==> config.mk <==
export PLATFORM = sky130hd
export DESIGN_NAME = conv_layer_input_ctrl
export DESIGN_NICKNAME = d
export VERILOG_FILES = /design/src/rtl/conv_layer_pkg.sv /design/src/rtl/conv_ack_watchdog.sv /design/src/rtl/conv_layer_input_ctrl.sv
export SDC_FILE = /design/constraint.sdc
export NUM_CORES = 1
export LEC_CHECK = 0
export ABC_AREA = 1
export BUFFER_PORTS_ARGS = -buffer_cell sky130_fd_sc_hd__buf_2
export CAP_MARGIN = 0
export CORE_ASPECT_RATIO = 0.7
export CORE_MARGIN = 1.5
export CORE_UTILIZATION = 45
export CTS_CLUSTER_SIZE = 40
export DETAILED_ROUTE_END_ITERATION = 10
export PLACE_DENSITY = 0.75
export REMOVE_ABC_BUFFERS = 1
export SYNTH_ARGS = -nofsm -noshare
export SYNTH_HDL_FRONTEND = slang
export SYNTH_HIERARCHICAL = 1
export SYNTH_SLANG_ARGS = --single-unit
export TNS_END_PERCENT = 10
==> constraint.sdc <==
create_clock -name clk -period 2.2 [get_ports clk]
set_clock_uncertainty 0.15 [all_clocks]
set_input_delay 0.22 -clock clk [delete_from_list [all_inputs] [get_ports clk]]
set_output_delay 0.22 -clock clk [all_outputs]
set_load 0.1 [all_outputs]
==> src/rtl/conv_layer_pkg.sv <==
// ---------------------------------------------------------------------------
// conv_layer_pkg
// Command and ack encodings shared by the conv-layer input controller and the
// input interface, so both ends of the handshake use one encoding.
// ---------------------------------------------------------------------------
package conv_layer_pkg;

    localparam int unsigned CODE_W = 2;

    // Controller -> input interface command
    typedef enum logic [CODE_W-1:0] {
        CMD_IDLE    = 2'd0,
        CMD_PRELOAD = 2'd1,
        CMD_SHIFT   = 2'd2,
        CMD_LOAD    = 2'd3
    } cmd_e;

    // Input interface -> controller completion code
    typedef enum logic [CODE_W-1:0] {
        ACK_IDLE        = 2'd0,
        ACK_PRELOAD_FIN = 2'd1,
        ACK_SHIFT_FIN   = 2'd2,
        ACK_LOAD_FIN    = 2'd3
    } ack_e;

    // Completion code that closes a given command
    function automatic ack_e fin_for_cmd(input cmd_e c);
        case (c)
            CMD_PRELOAD: return ACK_PRELOAD_FIN;
            CMD_SHIFT:   return ACK_SHIFT_FIN;
            CMD_LOAD:    return ACK_LOAD_FIN;
            default:     return ACK_IDLE;
        endcase
    endfunction

endpackage

==> src/rtl/conv_ack_watchdog.sv <==
// ---------------------------------------------------------------------------
// conv_ack_watchdog
// Counts consecutive cycles spent waiting for an ack and flags the cycle in
// which the wait reaches TIMEOUT cycles.
// Ports:
//   clk, rst_n : clock, async active-low reset
//   clr        : restart the count (driven the cycle before a wait begins)
//   en         : a wait is in progress this cycle
//   expired    : combinational; high in the TIMEOUT-th waiting cycle
// ---------------------------------------------------------------------------
module conv_ack_watchdog #(
    parameter int unsigned TIMEOUT = 1023
) (
    input  logic clk,
    input  logic rst_n,
    input  logic clr,
    input  logic en,
    output logic expired
);

    localparam int unsigned CNT_W = $clog2(TIMEOUT + 1);
    localparam logic [CNT_W-1:0] LAST = CNT_W'(TIMEOUT - 1);

    // r_cnt holds the number of waiting cycles already completed
    logic [CNT_W-1:0] r_cnt;

    always_ff @(posedge clk or negedge rst_n) begin
        if (!rst_n) begin
            r_cnt <= '0;
        end else if (clr) begin
            r_cnt <= '0;
        end else if (en && (r_cnt != LAST)) begin
            r_cnt <= r_cnt + CNT_W'(1);
        end
    end

    // The current cycle is the TIMEOUT-th one when LAST cycles are already done
    assign expired = en && (r_cnt == LAST);

endmodule

==> src/rtl/conv_layer_input_ctrl.sv <==
// ---------------------------------------------------------------------------
// conv_layer_input_ctrl
// Sequences one frame on the conv-layer input interface:
// PRELOAD, then SHIFT / LOAD alternating, ending with the last SHIFT.
// Each command is a one-cycle pulse; the controller then waits for the
// matching ack, going sticky-error on a wrong ack or a watchdog timeout.
// Ports:
//   clk, rst_n : clock, async active-low reset
//   start      : frame request pulse (honoured only when idle)
//   abort      : return to idle from any state, clears err
//   ack        : completion code from the input interface
//   cmd        : command pulse to the input interface
//   if_enable  : interface enable, same as busy
//   busy       : frame in progress
//   done       : one-cycle frame-complete pulse
//   err        : sticky protocol / timeout error
//   row_idx    : output row currently being shifted
// ---------------------------------------------------------------------------
module conv_layer_input_ctrl
    import conv_layer_pkg::*;
#(
    parameter int unsigned OUT_ROWS = 3,
    parameter int unsigned TIMEOUT  = 1023
) (
    input  logic                          clk,
    input  logic                          rst_n,
    input  logic                          start,
    input  logic                          abort,
    input  logic [CODE_W-1:0]             ack,
    output logic [CODE_W-1:0]             cmd,
    output logic                          if_enable,
    output logic                          busy,
    output logic                          done,
    output logic                          err,
    output logic [$clog2(OUT_ROWS+1)-1:0] row_idx
);

    localparam int unsigned ROW_W = $clog2(OUT_ROWS + 1);
    localparam logic [ROW_W-1:0] LAST_ROW = ROW_W'(OUT_ROWS - 1);

    typedef enum logic [3:0] {
        S_IDLE,
        S_PRE_REQ,
        S_PRE_WAIT,
        S_SHF_REQ,
        S_SHF_WAIT,
        S_LD_REQ,
        S_LD_WAIT,
        S_DONE,
        S_ERR
    } state_e;

    state_e           r_state;
    cmd_e             r_cmd;
    logic             r_busy;
    logic             r_done;
    logic             r_err;
    logic [ROW_W-1:0] r_row;

    logic w_in_wait;
    logic w_in_req;
    logic w_expired;
    ack_e w_pending_fin;
    logic w_ack_match;
    logic w_ack_bad;

    assign w_in_wait = (r_state == S_PRE_WAIT) || (r_state == S_SHF_WAIT) || (r_state == S_LD_WAIT);
    assign w_in_req  = (r_state == S_PRE_REQ)  || (r_state == S_SHF_REQ)  || (r_state == S_LD_REQ);

    // Ack code that completes the request currently outstanding
    always_comb begin
        w_pending_fin = ACK_IDLE;
        case (r_state)
            S_PRE_WAIT: w_pending_fin = fin_for_cmd(CMD_PRELOAD);
            S_SHF_WAIT: w_pending_fin = fin_for_cmd(CMD_SHIFT);
            S_LD_WAIT:  w_pending_fin = fin_for_cmd(CMD_LOAD);
            default:    w_pending_fin = ACK_IDLE;
        endcase
    end

    assign w_ack_match = w_in_wait && (ack == w_pending_fin);
    assign w_ack_bad   = w_in_wait && (ack != ACK_IDLE) && !w_ack_match;

    // Cleared during the request cycle so each wait starts counting from zero
    conv_ack_watchdog #(
        .TIMEOUT (TIMEOUT)
    ) u_watchdog (
        .clk     (clk),
        .rst_n   (rst_n),
        .clr     (w_in_req),
        .en      (w_in_wait),
        .expired (w_expired)
    );

    // Frame sequencer with registered outputs; cmd and done default to
    // inactive every cycle so they can only ever pulse.
    always_ff @(posedge clk or negedge rst_n) begin
        if (!rst_n) begin
            r_state <= S_IDLE;
            r_cmd   <= CMD_IDLE;
            r_busy  <= 1'b0;
            r_done  <= 1'b0;
            r_err   <= 1'b0;
            r_row   <= '0;
        end else begin
            r_cmd  <= CMD_IDLE;
            r_done <= 1'b0;
            if (abort) begin
                r_state <= S_IDLE;
                r_busy  <= 1'b0;
                r_err   <= 1'b0;
            end else begin
                case (r_state)
                    S_IDLE: begin
                        if (start) begin
                            r_state <= S_PRE_REQ;
                            r_busy  <= 1'b1;
                            r_row   <= '0;
                        end
                    end
                    S_PRE_REQ: begin
                        r_state <= S_PRE_WAIT;
                        r_cmd   <= CMD_PRELOAD;
                    end
                    S_SHF_REQ: begin
                        r_state <= S_SHF_WAIT;
                        r_cmd   <= CMD_SHIFT;
                    end
                    S_LD_REQ: begin
                        r_state <= S_LD_WAIT;
                        r_cmd   <= CMD_LOAD;
                    end
                    S_PRE_WAIT, S_SHF_WAIT, S_LD_WAIT: begin
                        // A matching ack wins even in the cycle the watchdog expires
                        if (w_ack_match) begin
                            if (r_state == S_PRE_WAIT) begin
                                r_state <= S_SHF_REQ;
                            end else if (r_state == S_SHF_WAIT) begin
                                if (r_row == LAST_ROW) begin
                                    r_state <= S_DONE;
                                    r_done  <= 1'b1;
                                end else begin
                                    r_state <= S_LD_REQ;
                                end
                            end else begin
                                r_state <= S_SHF_REQ;
                                r_row   <= r_row + ROW_W'(1);
                            end
                        end else if (w_ack_bad || w_expired) begin
                            r_state <= S_ERR;
                            r_err   <= 1'b1;
                        end
                    end
                    S_DONE: begin
                        r_state <= S_IDLE;
                        r_busy  <= 1'b0;
                    end
                    S_ERR: begin
                        r_state <= S_ERR;
                    end
                    default: begin
                        r_state <= S_IDLE;
                        r_busy  <= 1'b0;
                    end
                endcase
            end
        end
    end

    assign cmd       = r_cmd;
    assign busy      = r_busy;
    assign if_enable = r_busy;
    assign done      = r_done;
    assign err       = r_err;
    assign row_idx   = r_row;

endmodule
---- Word-level counts from Yosys, hierarchy flattened ----
Cells that the tools add are included.
storage, ports and cells
  bits in registers ....................... 21
  latch bits .............................. 0
  memory bits (writable) .................. 0
  bits in read-only memories .............. 0
  word-level logic and storage cells ...... 83
  memories kept ........................... 0
operators by class
  $add $sub $neg .......................... 2
  $mul .................................... 0
  div/mod/pow operators ................... 0
  order comparisons ....................... 0
  equal/unequal tests ..................... 19
  shift operators ......................... 0
  mux-type cells .......................... 31
  bitwise gates (word level) .............. 1
  reduce and logical (&&, ||, !) cells .... 23
operators with widths
  operator               number
  $mux 4                 6
  $pmux 4 s6             1
  $mux 10                2
  $eq 4x3->1 const B     3
  $mux 1                 12
  $mux 2                 6
  $pmux 2 s3             2
  $add 10x1->10 const B  1
  $eq 10x10->1 const B   1
  $ne 10x10->1 const B   1
  $ne 2x2->1 const B     5
  $reduce_bool 2->1      5
  $eq 4x2->1 const B     2
  $reduce_or 7->1        1
  $reduce_and 6->1       1
  $logic_and 1x1->1      5
  $logic_or 1x1->1       5
  $eq 4x1->1 const B     1
  $eq 4x4->1 const B     1
  $logic_not 4->1        1
  $ne 4x4->1 const B     1
  $pmux 2 s2             1
  $reduce_and 2->1       2
  $ne 3x3->1 const B     1
  other kinds (9)        9

---- Depth between registers and ports, before layout ----
Gate-level depths: netlist of run 1.
  word-level depth ........................ 11
  mapped depth ............................ 11
  depth with buffers taken out ............ 11

---- Cells and area by module ----
Netlist of run 1, hierarchy kept.
modules (own cells, without submodules)
  module                 times used  cells each  area each (µm²)  sequential area each (µm²)
  conv_ack_watchdog      1           87          679.4            250.2
  conv_layer_input_ctrl  1           97          668.1            275.3

---- Least setup slack after synthesis of run 1 ----
OpenSTA, ideal clock, no wires.
  kind .................................... register to register
  from .................................... register r_row[0], in the netlist row_idx[0]
  to ...................................... register r_state[1]
  setup time .............................. 0.117 ns
  arrival ................................. 1.552 ns
  data required time ...................... 1.933 ns
  slack ................................... 0.381 ns
  stages on the path, launching flop included .. 7
  buffers on the path ..................... 0
  path through ............................ dfrtp_1 > inv_1 > ha_1 > o21ai_0 > nand2_1 > nand2_1 > nand2_1
between the ends
  word-level cells in the longest chain between the ends .. 7
ends and longest elaborated chain
  item                      RTL line                      source
  start: declaration        conv_layer_input_ctrl.sv:58   logic [ROW_W-1:0] r_row;
  start signal: assignment  conv_layer_input_ctrl.sv:147  r_row <= r_row + ROW_W'(1);
  $eq 2x2->1                conv_layer_input_ctrl.sv:139  if (r_row == LAST_ROW) begin
  $mux 2                    conv_layer_input_ctrl.sv:139
  $mux 4                    conv_layer_input_ctrl.sv:138  end else if (r_state == S_SHF_WAIT) begin
  $mux 4                    conv_layer_input_ctrl.sv:136  if (r_state == S_PRE_WAIT) begin
  $mux 4                    conv_layer_input_ctrl.sv:135  if (w_ack_match) begin
  $pmux 4 s6                conv_layer_input_ctrl.sv:113  case (r_state)
  $mux 4                    conv_layer_input_ctrl.sv:108  if (abort) begin
  end signal: assignment    conv_layer_input_ctrl.sv:109  r_state <= S_IDLE;
  end signal: assignment    conv_layer_input_ctrl.sv:116  r_state <= S_PRE_REQ;
  end signal: assignment    conv_layer_input_ctrl.sv:137  r_state <= S_SHF_REQ;
  end: declaration          conv_layer_input_ctrl.sv:53   state_e r_state;
No other way between the ends.
A chain may end at the register's enable or synchronous reset.

---- Final worst setup path of run 1 ----
  from .................................... register r_state[0]
  to ...................................... register u_watchdog.r_cnt[3]
between the ends
  word-level cells in the longest chain between the ends .. 5
  elaborated cells between the ends (all ways) .. 13
  those cells by class .................... eq/ne (6); mux (1); reduce/logical (6)
ends and longest elaborated chain
  item                                             RTL line                      source
  start signal: assignment                         conv_layer_input_ctrl.sv:99   r_state <= S_IDLE;
  start signal: assignment                         conv_layer_input_ctrl.sv:109
  start signal: assignment                         conv_layer_input_ctrl.sv:116
  $eq 4x2->1 / $eq 4x3->1 (equally long branches)  conv_layer_input_ctrl.sv:67   assign w_in_wait = (r_state == S_PRE_WAIT) || (r_state == S_SHF_WAIT) || (r_state == S_LD_WAIT);
  $logic_or 1x1->1                                 conv_layer_input_ctrl.sv:67
  $logic_or 1x1->1 *                               conv_layer_input_ctrl.sv:67
  net w_in_wait                                    conv_layer_input_ctrl.sv:60   logic w_in_wait;
  $logic_and 1x1->1 *                              conv_ack_watchdog.sv:32       end else if (en && (r_cnt != LAST)) begin
  $reduce_bool 2->1 (no source line) *             --
  end signal: assignment                           conv_ack_watchdog.sv:33       r_cnt <= r_cnt + CNT_W'(1);
  end: declaration                                 conv_ack_watchdog.sv:25       logic [CNT_W-1:0] r_cnt;
Mark *: on every way through the listed nets, which the timed path passes. The rest lies on a longest branch.

==> impl_metrics.csv, run 1 <==
group,metric,value,unit
grt,grt.overflow.total,0,
sta,finalCriticalPeriod,1.83,ns
clock_tree,cts_buffers,3,
sta,finalSetupViolCount,0,
grt,use_met3,5.54,%
grt,grt-busiest-layer,"met1",
clock_tree,cts_resized,0,
min_path,min-delay-start,"abort",
setup_path,worstReg2RegEnd,"u_watchdog/r_cnt[3]",
grt,grt_pass1_vias,971,
logic_synthesis,synth_top_cell_area_share,39.0,%
clock_tree,cts_buffer_depth,2,
cells_and_area,postLayoutCoreUtil,53.1,%
setup_path,path_class,"reg2reg",
grt,grt_max_degree,22,
status,status,"complete, no violations",
setup_path,r2r_cells,8,
setup_path,cp_max_fo,12,
grt,use_met1,27.8,%
setup_path,r2r_start,"r_state[0]",
sta,slew_viol_final,0,
sta,rsz0062_at_grt,"no",
power_and_ir_drop,power_per_cell_area,1050,nW/um^2
setup_path,setup.worst_path.start,"r_state[0]",
sta,hold_viol,0,
placement,port_buffers,13,
setup_path,arrival,1.83,ns
setup_path,reg2reg_slack,0.37,ns
flow_run,drv_cap,0,
floorplanning,die_w,68.4,um
sta,slew_headroom,68.0,%
cells_and_area,antenna_cells,0,
sta,tightest_slew,0.484,ns
setup_path,crit_required,2.20,ns
floorplanning,rows,16,
logic_synthesis,synth.area.top_cells,"dfrtp_1 (39%), nand2_1 (18%), inv_1 (5.8%), nor2_1 (5.0%), nand3_1 (4.8%)",
drt,drt_iter0_drc,107,
grt,antenna_found_initial,0,
power_and_ir_drop,total_power,1.58,mW
clock_tree,worstSkewPairLatency,0.26,ns
grt,globalRouteMet2Util,24.0,%
drt,drtAntennaViolNets,0,
clock_tree,clkTransAtPathRegs,0.08,ns
placement,dp_hpwl,2040,um
grt,grt_usage,17.9,%
drt,drc,0,
drt,wire_per_inst,11.3,um
logic_synthesis,syn_inst,184,
logic_synthesis,synth-seq-area-share,39.0,%
cells_and_area,drive_above_1_share,18.0,%
clock_tree,htreeDepth,1,
sta,setup_slack,0.369,ns
logic_synthesis,synth-seq-cells,21,
power_and_ir_drop,p_leak,0.814,nW
placement,pre_cts_ws,0.384,ns
sta,fmax,546,MHz
cells_and_area,seqCellArea,526,um^2
setup_path,start_kind,"register",
logic_synthesis,yosysTopAreaCell,"dfrtp_1",
setup_path,endpoint,"u_watchdog/r_cnt[3]",
floorplanning,dieArea,3340,um^2
grt,grt_pass1_wl,4490,um
min_path,hold_path.class,"in2reg",
clock_tree,cts_tree,"done",
floorplanning,start_util,47.7,%
clock_tree,clockRootBuffer,"clkbuf_8",
logic_synthesis,syn_avg_cell_area,7.32,um^2
drt,wirelength,2660,um
logic_synthesis,ys_warn_count,6,
drt,dr.pass1.iters,4,
floorplanning,core-area,2820,um^2
cells_and_area,fin_nets,210,
sta,fin_crit_sh,83.2,%
cells_and_area,num-fill-cells,270,
logic_synthesis,syn-cell-area,1350,um^2
drt,dr_total_vias,1148,
cells_and_area,multi_input_area,716,um^2
floorplanning,die_h,48.8,um
floorplanning,io_pins,14,
drt,via_per_inst,4.86,
logic_synthesis,synth.distinct_cells,25,
setup_path,end_kind,"register",
sta,tns,0,ns
power_and_ir_drop,vdd_drop_max,416,uV
clock_tree,cts.sinks,21,
cells_and_area,area_growth,11.1,%
placement,routabilityCongestion,0.858,
-- timing repair --
| item | in CTS | in global routing |
|---|---|---|
| setup buffers | 0 | 0 |
| hold buffers | 1 | 0 |
| hold endpoints to repair | 21 | 0 |
-- cells in the mapped netlist, drive strengths merged --
library cell / count
xor2: 4
inv: 22
nand3b: 2
a21oi: 2
nor3: 4
dfrtp: 21
or2: 1
a31oi: 1
nand4: 5
buf: 3
nand3: 15
o21ai: 6
nor2: 25
nand2: 70
ha: 3
-- metrics by stage --
stage	cells	hold WS [ns]	instance area, um^2
floorplan	181	-0.226	1320
global placement	231	0.0509	1440
detailed placement	231	0.0572	1440
CTS	236	0.0827	1500
global route	236	0.0931	1500
finish	236	0.0902	1500
-- flip-flops by register name (all words and copies together) (netlist names) --
signal / count
busy: 1
err: 1
r_state: 4
cmd: 2
row_idx: 2
done: 1
u_watchdog/r_cnt: 10
-- layer usage --
layer | share of wire (%) | vias to the layer above
li1 | - | 607
met2 | 42 | 31
met5 | 0 | -
met1 | 51 | 508
met3 | 5.5 | 2
met4 | 0.83 | 0
-- cells by family (layout without fill, tap and decap cells) --
| family | Yosys count | after routing | share of synthesized area (%) |
|---|---|---|---|
| buffers and inverters | 25 | 41 | 7.89 |
| DFF | 21 | 21 | 39.0 |
| adders and majority gates | 3 | 3 | 2.79 |
| xor gates and xnor gates | 4 | 4 | 2.60 |
| and+or+nand+nor | 122 | 122 | 43.5 |
| AOI/OAI and AO/OA | 9 | 9 | 4.27 |
-- layout by cell type (no fill, tap or decap), drive strengths merged --
master and count:
nand2 70, nor2 25, inv 22, dfrtp 21
nand3 15, buf 14, o21ai 6, nand4 5
nor3 4, xor2 4, ha 3, clkbuf 3
nand3b 2, a21oi 2, a31oi 1, clkinv 1
dlygate4sd3 1, or2 1
-- power by group --
group	leakage (nW)	total [mW]	switching (mW)	internal, mW
sequential	0.288	0.520	0.0746	0.446
clock	0.0255	0.250	0.124	0.126
combinational	0.501	0.808	0.603	0.205
-- critical path, stage by stage (launching register included) --
cell and delay (ns):
dfrtp_1 0.44, nor2_4 0.17, nand2_1 0.10, nand2_1 0.17, inv_1 0.11, a21oi_4 0.37, nor2_8 0.08, nand2_1 0.07
nand2_1 0.05
-- layout make-up --
class                      instances  share of cell area, %
multi-input combinational        138                   47.8
inverter                          22                   5.51
clock buffer                       3                   2.76
timing repair buffer              15                   5.51
clock inverter                     1                  0.334
tap                               36                   3.01
sequential                        21                   35.1
-- worst min path at each step --
| stage | cells after the start | end |
|---|---|---|
| finish | 2 | cmd[0] |
| global route | 2 | cmd[0] |
| CTS | 2 | cmd[0] |
| detailed placement | 1 | r_state[3] |
| global placement | 1 | busy |
| floorplan | 0 | busy |
(Power assumes the default switching activity.)
==> inputs of run 2 (changes only) <==
==> constraint.sdc (replaced) <==
create_clock -name clk -period 1.8 [get_ports clk]
set_clock_uncertainty 0.15 [all_clocks]
set_input_delay 0.18 -clock clk [delete_from_list [all_inputs] [get_ports clk]]
set_output_delay 0.18 -clock clk [all_outputs]
set_load 0.1 [all_outputs]
==> run 2 against run 1 <==
  * Worst hold slack got worse by 0.044 ns
  * Sequential share of layout area fell by 0.49 points
  * Fmax rose by 11%
==> impl_metrics.csv, run 2 (synthesis results as in run 1) <==
group,metric,value,unit
sta,rsz0062_at_grt,"no",
floorplanning,core-area,2820,um^2
floorplanning,die_w,68.4,um
floorplanning,dieArea,3340,um^2
placement,port_buffers,13,
grt,grt_pass1_vias,1066,
floorplanning,die_h,48.8,um
clock_tree,cts_setup_buffers,0,
drt,drc,0,
grt,grt-busiest-layer,"met1",
power_and_ir_drop,p_int,0.999,mW
cells_and_area,final_common_cell,"nand2_1",
cells_and_area,num-fill-cells,252,
setup_path,start_kind,"register",
drt,drt_iter0_drc,129,
placement,routabilityCongestion,0.857,
cells_and_area,area_growth,13.0,%
cells_and_area,final_cell_mix,"nand2_1 (62), inv_1 (21), dfrtp_1 (20), nor2_1 (18)",
setup_path,arrival,1.64,ns
setup_path,crit_chain,"inv_1, nand2_1, nor3_1, nor3_1, o21ai_0, o21ai_0",
sta,hold_viol,0,
power_and_ir_drop,p_comb_share,52.3,%
setup_path,crit_required,1.79,ns
cells_and_area,drive_above_1_share,19.4,%
grt,use_met1,28.5,%
clock_tree,cts_buffers,3,
power_and_ir_drop,switching_share,50.0,%
min_path,min_path_cells,2,
clock_tree,cts_tree,"done",
grt,grt_pass1_wl,4730,um
cells_and_area,fin_nets,211,
power_and_ir_drop,power_per_cell_area,1310,nW/um^2
sta,tightest_slew,0.484,ns
sta,slew_headroom,67.9,%
clock_tree,htreeDepth,1,
cells_and_area,largest_reg_flops,10,
setup_path,path_class,"reg2reg",
grt,grt_max_degree,22,
drt,via_per_inst,4.88,
sta,slew_viol_final,0,
sta,fin_crit_sh,91.5,%
drt,wire_per_inst,11.4,um
power_and_ir_drop,pwr-share-seq,32.2,%
setup_path,end_kind,"register",
clock_tree,cts_buffer_depth,2,
power_and_ir_drop,power.switching,0.999,mW
drt,drtAntennaViolNets,0,
clock_tree,clockRootBuffer,"clkbuf_8",
power_and_ir_drop,pwr-share-clk,15.5,%
flow_run,drv_cap,0,
cells_and_area,postLayoutCoreUtil,53.9,%
clock_tree,clkTransAtPathRegs,0.07,ns
clock_tree,cts.sinks,21,
grt,grt_usage,19.1,%
setup_path,critPathSlowestCell,"dfrtp_1",
grt,use_met3,5.77,%
grt,grt.overflow.total,0,
grt,globalRouteMet2Util,26.4,%
sta,tns,0,ns
grt,antenna_found_initial,0,
power_and_ir_drop,p_leak,0.818,nW
clock_tree,worstSkewPairLatency,0.26,ns
sta,finalCriticalPeriod,1.65,ns
drt,dr_total_vias,1157,
placement,dp_hpwl,2020,um
floorplanning,io_pins,14,
floorplanning,rows,16,
min_path,hold_path.class,"in2reg",
sta,fmax,607,MHz
cells_and_area,antenna_cells,0,
setup_path,max_stage_delay,0.47,ns
cells_and_area,largest_register,"u_watchdog/r_cnt",
drt,wirelength,2710,um
power_and_ir_drop,vdd_drop_max,514,uV
sta,finalSetupViolCount,0,
status,status,"complete, no violations",
setup_path,cp_max_fo,7,
drt,dr.pass1.iters,4,
setup_path,r2r_cells,6,
cells_and_area,reg_top3,"u_watchdog/r_cnt x10, r_state x4",
floorplanning,start_util,47.7,%
[run 2: final timing paths]
kind,startpoint,end,slack (ns)
worst max-delay path,r_state[1],busy,0.15
worst min-delay path,abort,cmd[0],0.05
worst max register to register,r_state[1],busy,0.15
worst min register to register,err,err,0.34
max in group asynchronous,rst_n,r_state[0],0.90
min in group asynchronous,rst_n,r_state[3],0.26
[run 2: critical path: cells and delay by family, from the launching register on]
| family | cells | cell delay [ns] |
|---|---|---|
| buf+inv | 1 | 0.14 |
| compound gates | 2 | 0.37 |
| flops | 1 | 0.47 |
| simple gates | 3 | 0.39 |
[run 2: power by group through the flow]
stage / logic, mW / clock network, mW / registers, mW
3_5_place_dp: 1.03 / 0 / 0.649
5_1_grt: 1.14 / 0.352 / 0.654
6_report: 1.04 / 0.310 / 0.644
4_1_cts: 1.03 / 0.323 / 0.640
2_1_floorplan: 0.536 / 0 / 0.879
3_3_place_gp: 1.02 / 0 / 0.642
[run 2: area by class of cell]
class                   count  area, um^2  area share, %
well taps                  36        45.0           2.96
repair buffers             16         103           6.74
multi-input cells         138         721           47.3
flip-flops and latches     21         527           34.6
clock buffers               4        45.0           2.96
inverters                  22        82.6           5.42
[run 2: per-stage QoR]
stage / hold slack, ns / instance area, um^2 / std cells / setup WS, ns / total power [mW]
finish: 0.0466 / 1520 / 237 / 0.153 / 2.00
global route: 0.0523 / 1520 / 237 / 0.00591 / 2.15
CTS: 0.0378 / 1520 / 237 / 0.0913 / 2.00
detailed placement: 0.0235 / 1460 / 232 / 0.103 / 1.68
global placement: 0.0163 / 1460 / 232 / 0.150 / 1.67
floorplan: -0.266 / 1320 / 181 / -0.125 / 1.42
[run 2: timing repair]
item | CTS | global route
setup endpoints to repair | 0 | 14
hold endpoints to repair | 21 | 0
gates resized for setup | 0 | 3
hold buffers | 1 | 0
[run 2: layer usage]
metal | wire, um | share of wire (%) | up-vias
li1 | - | - | 608
met1 | 1410 | 52 | 503
met2 | 1090 | 40 | 43
met3 | 172 | 6.4 | 3
met4 | 24 | 0.89 | 0
met5 | 0 | 0 | -
==> inputs of run 3 (changes only) <==
--- a/config.mk
+++ b/config.mk
@@ -8,12 +8,14 @@
 export ABC_AREA = 1
 export BUFFER_PORTS_ARGS = -buffer_cell sky130_fd_sc_hd__buf_2
 export CAP_MARGIN = 0
+export CELL_PAD_IN_SITES_DETAIL_PLACEMENT = 1
+export CELL_PAD_IN_SITES_GLOBAL_PLACEMENT = 1
 export CORE_ASPECT_RATIO = 0.7
 export CORE_MARGIN = 1.5
-export CORE_UTILIZATION = 45
+export CORE_UTILIZATION = 42
 export CTS_CLUSTER_SIZE = 40
 export DETAILED_ROUTE_END_ITERATION = 10
-export PLACE_DENSITY = 0.75
+export PLACE_DENSITY = 0.89
 export REMOVE_ABC_BUFFERS = 1
 export SYNTH_ARGS = -nofsm -noshare
 export SYNTH_HDL_FRONTEND = slang
==> run 3 against run 2 <==
  * Via count is 7.6% higher
  * Utilization is 0.86 points lower
  * Sequential power increased by 0.9%
  * Register-to-register slack worse by 0.09 ns
  * Combinational power up 7%
==> impl_metrics.csv, run 3 (synthesis results as in run 1) <==
group,metric,value,unit
clock_tree,htreeDepth,1,
flow_run,drv_cap,0,
placement,routabilityCongestion,0.991,
floorplanning,io_pins,14,
floorplanning,core-area,2920,um^2
min_path,hold_path.class,"in2reg",
floorplanning,start_util,46.1,%
status,status,"complete, no violations",
setup_path,cp_max_fo,4,
sta,fmax,575,MHz
grt,grt.overflow.total,0,
sta,whs,0.0381,ns
sta,slew_headroom,67.1,%
power_and_ir_drop,total_power,2.08,mW
grt,grt_pass1_wl,6090,um
clock_tree,cts.sinks,21,
power_and_ir_drop,pwr-share-seq,31.3,%
power_and_ir_drop,vdd_drop_max,675,uV
sta,slew_viol_final,0,
clock_tree,clkTransAtPathRegs,0.08,ns
drt,dr.pass1.iters,4,
grt,antenna_found_initial,0,
floorplanning,die_w,70.7,um
cells_and_area,postLayoutCoreUtil,53.1,%
power_and_ir_drop,p_leak,0.829,nW
cells_and_area,num-fill-cells,376,
clock_tree,clockRootBuffer,"clkbuf_8",
sta,finalCriticalPeriod,1.74,ns
drt,dr_total_vias,1245,
drt,wirelength,3490,um
clock_tree,cts_tree,"done",
cells_and_area,fin_cells,239,
drt,drtAntennaViolNets,0,
cells_and_area,largest_reg_flops,10,
clock_tree,cts_buffer_depth,2,
cells_and_area,fin_nets,213,
sta,finalSetupViolCount,0,
power_and_ir_drop,pwr-share-clk,15.4,%
floorplanning,rows,16,
sta,rsz0062_at_grt,"yes",
drt,wire_per_inst,14.6,um
cells_and_area,antenna_cells,0,
grt,grt_pass1_vias,1257,
sta,hold_viol,0,
placement,port_buffers,13,
power_and_ir_drop,power_per_cell_area,1340,nW/um^2
cells_and_area,drive_above_1_share,23.2,%
drt,drc,0,
drt,drt_iter0_drc,97,
floorplanning,die_h,50.4,um
setup_path,end_kind,"register",
placement,dp_hpwl,2640,um
setup_path,arrival,1.75,ns
sta,tns,0,ns
setup_path,crit_required,1.81,ns
placement,dp.cells,232,
sta,fin_crit_sh,96.6,%
clock_tree,cts_buffers,3,
setup_path,path_class,"reg2reg",
drt,via_per_inst,5.21,
cells_and_area,largest_register,"u_watchdog/r_cnt",
power_and_ir_drop,p_comb_share,53.3,%
power_and_ir_drop,switching_share,51.0,%
clock_tree,worstSkewPairLatency,0.27,ns
cells_and_area,final_common_cell,"nand2_1",
grt,grt_max_degree,22,
cells_and_area,reg_top3,"u_watchdog/r_cnt x10, r_state x4",
cells_and_area,final_cell_mix,"nand2_1 (63), inv_1 (20), nor2_1 (18), dfrtp_1 (18), buf_2 (13)",
power_and_ir_drop,power.switching,1.06,mW
floorplanning,dieArea,3560,um^2
cells_and_area,area_growth,15.1,%
setup_path,start_kind,"register",
sta,tightest_slew,0.494,ns
power_and_ir_drop,p_int,1.02,mW
grt,grt_usage,22.2,%
-- run 3: cell types whose count changed in the layout (fill, tap and decap cells not counted), sizes merged --
cell and delta:
buf +2, clkbuf -1, clkinv +1
-- run 3: path summary, 6_finish.rpt --
check / startpoint / end / slack [ns] / cells after the start
setup / recovery: u_watchdog/r_cnt[0] / r_state[2] / 0.06 / 11
hold / removal: abort / cmd[0] / 0.04 / 2
setup reg to reg: u_watchdog/r_cnt[0] / r_state[2] / 0.06 / 11
hold reg to reg: err / err / 0.36 / 2
max in group asynchronous: rst_n / u_watchdog/r_cnt[0] / 0.88 / 2
min in group asynchronous: rst_n / r_state[2] / 0.26 / 2
-- run 3: power by group through the flow --
| stage | sequential, mW | combinational (mW) | clock, mW |
|---|---|---|---|
| after floorplan | 0.879 | 0.536 | 0 |
| after global placement | 0.642 | 1.02 | 0 |
| after detailed placement | 0.654 | 1.06 | 0 |
| after CTS | 0.645 | 1.06 | 0.328 |
| after global routing | 0.663 | 1.20 | 0.352 |
| final | 0.650 | 1.11 | 0.320 |
-- run 3: cell type report --
class / count / area, um^2 / share of cell area [%]
Sequential cell: 21 / 529 / 34.1
Clock buffer: 3 / 41.3 / 2.66
Multi-Input combinational cell: 138 / 731 / 47.1
Inverter: 22 / 82.6 / 5.32
Tap cell: 36 / 45.0 / 2.90
Clock inverter: 1 / 5.00 / 0.323
Timing Repair Buffer: 18 / 118 / 7.58
-- run 3: through the flow --
stage | instance area (um^2) | setup slack (ns)
2_1_floorplan | 1320 | -0.125
3_3_place_gp | 1460 | 0.160
3_5_place_dp | 1460 | 0.0631
4_1_cts | 1520 | 0.0443
5_1_grt | 1550 | -0.0541
6_report | 1550 | 0.0603
-- run 3: metal layers --
layer / part of all wire (%) / vias up / global-route usage [%]
li1: - / 615 / -
met1: 52 / 605 / 33.0
met2: 43 / 20 / 33.6
met3: 4.2 / 5 / 4.82
met4: 0.52 / 0 / 3.46
met5: 0 / - / 0
-- run 3: critical path, stage by stage (launching register included) --
cell and delay [ns]:
dfrtp_2 0.43, inv_2 0.07, ha_2 0.17, nand3_2 0.10, nor2_4 0.17, nand2_1 0.09
nor2_1 0.10, inv_1 0.08, nand3_2 0.08, nand2_2 0.08, nand2_1 0.07, nand2_1 0.05
-- run 3: what timing repair did --
item,4_1_cts,5_1_grt
hold buffers,1,0
gates resized for setup,0,9
endpoints found under the setup margin,0,16
endpoints found under the hold margin,21,0
buffers inserted,0,2
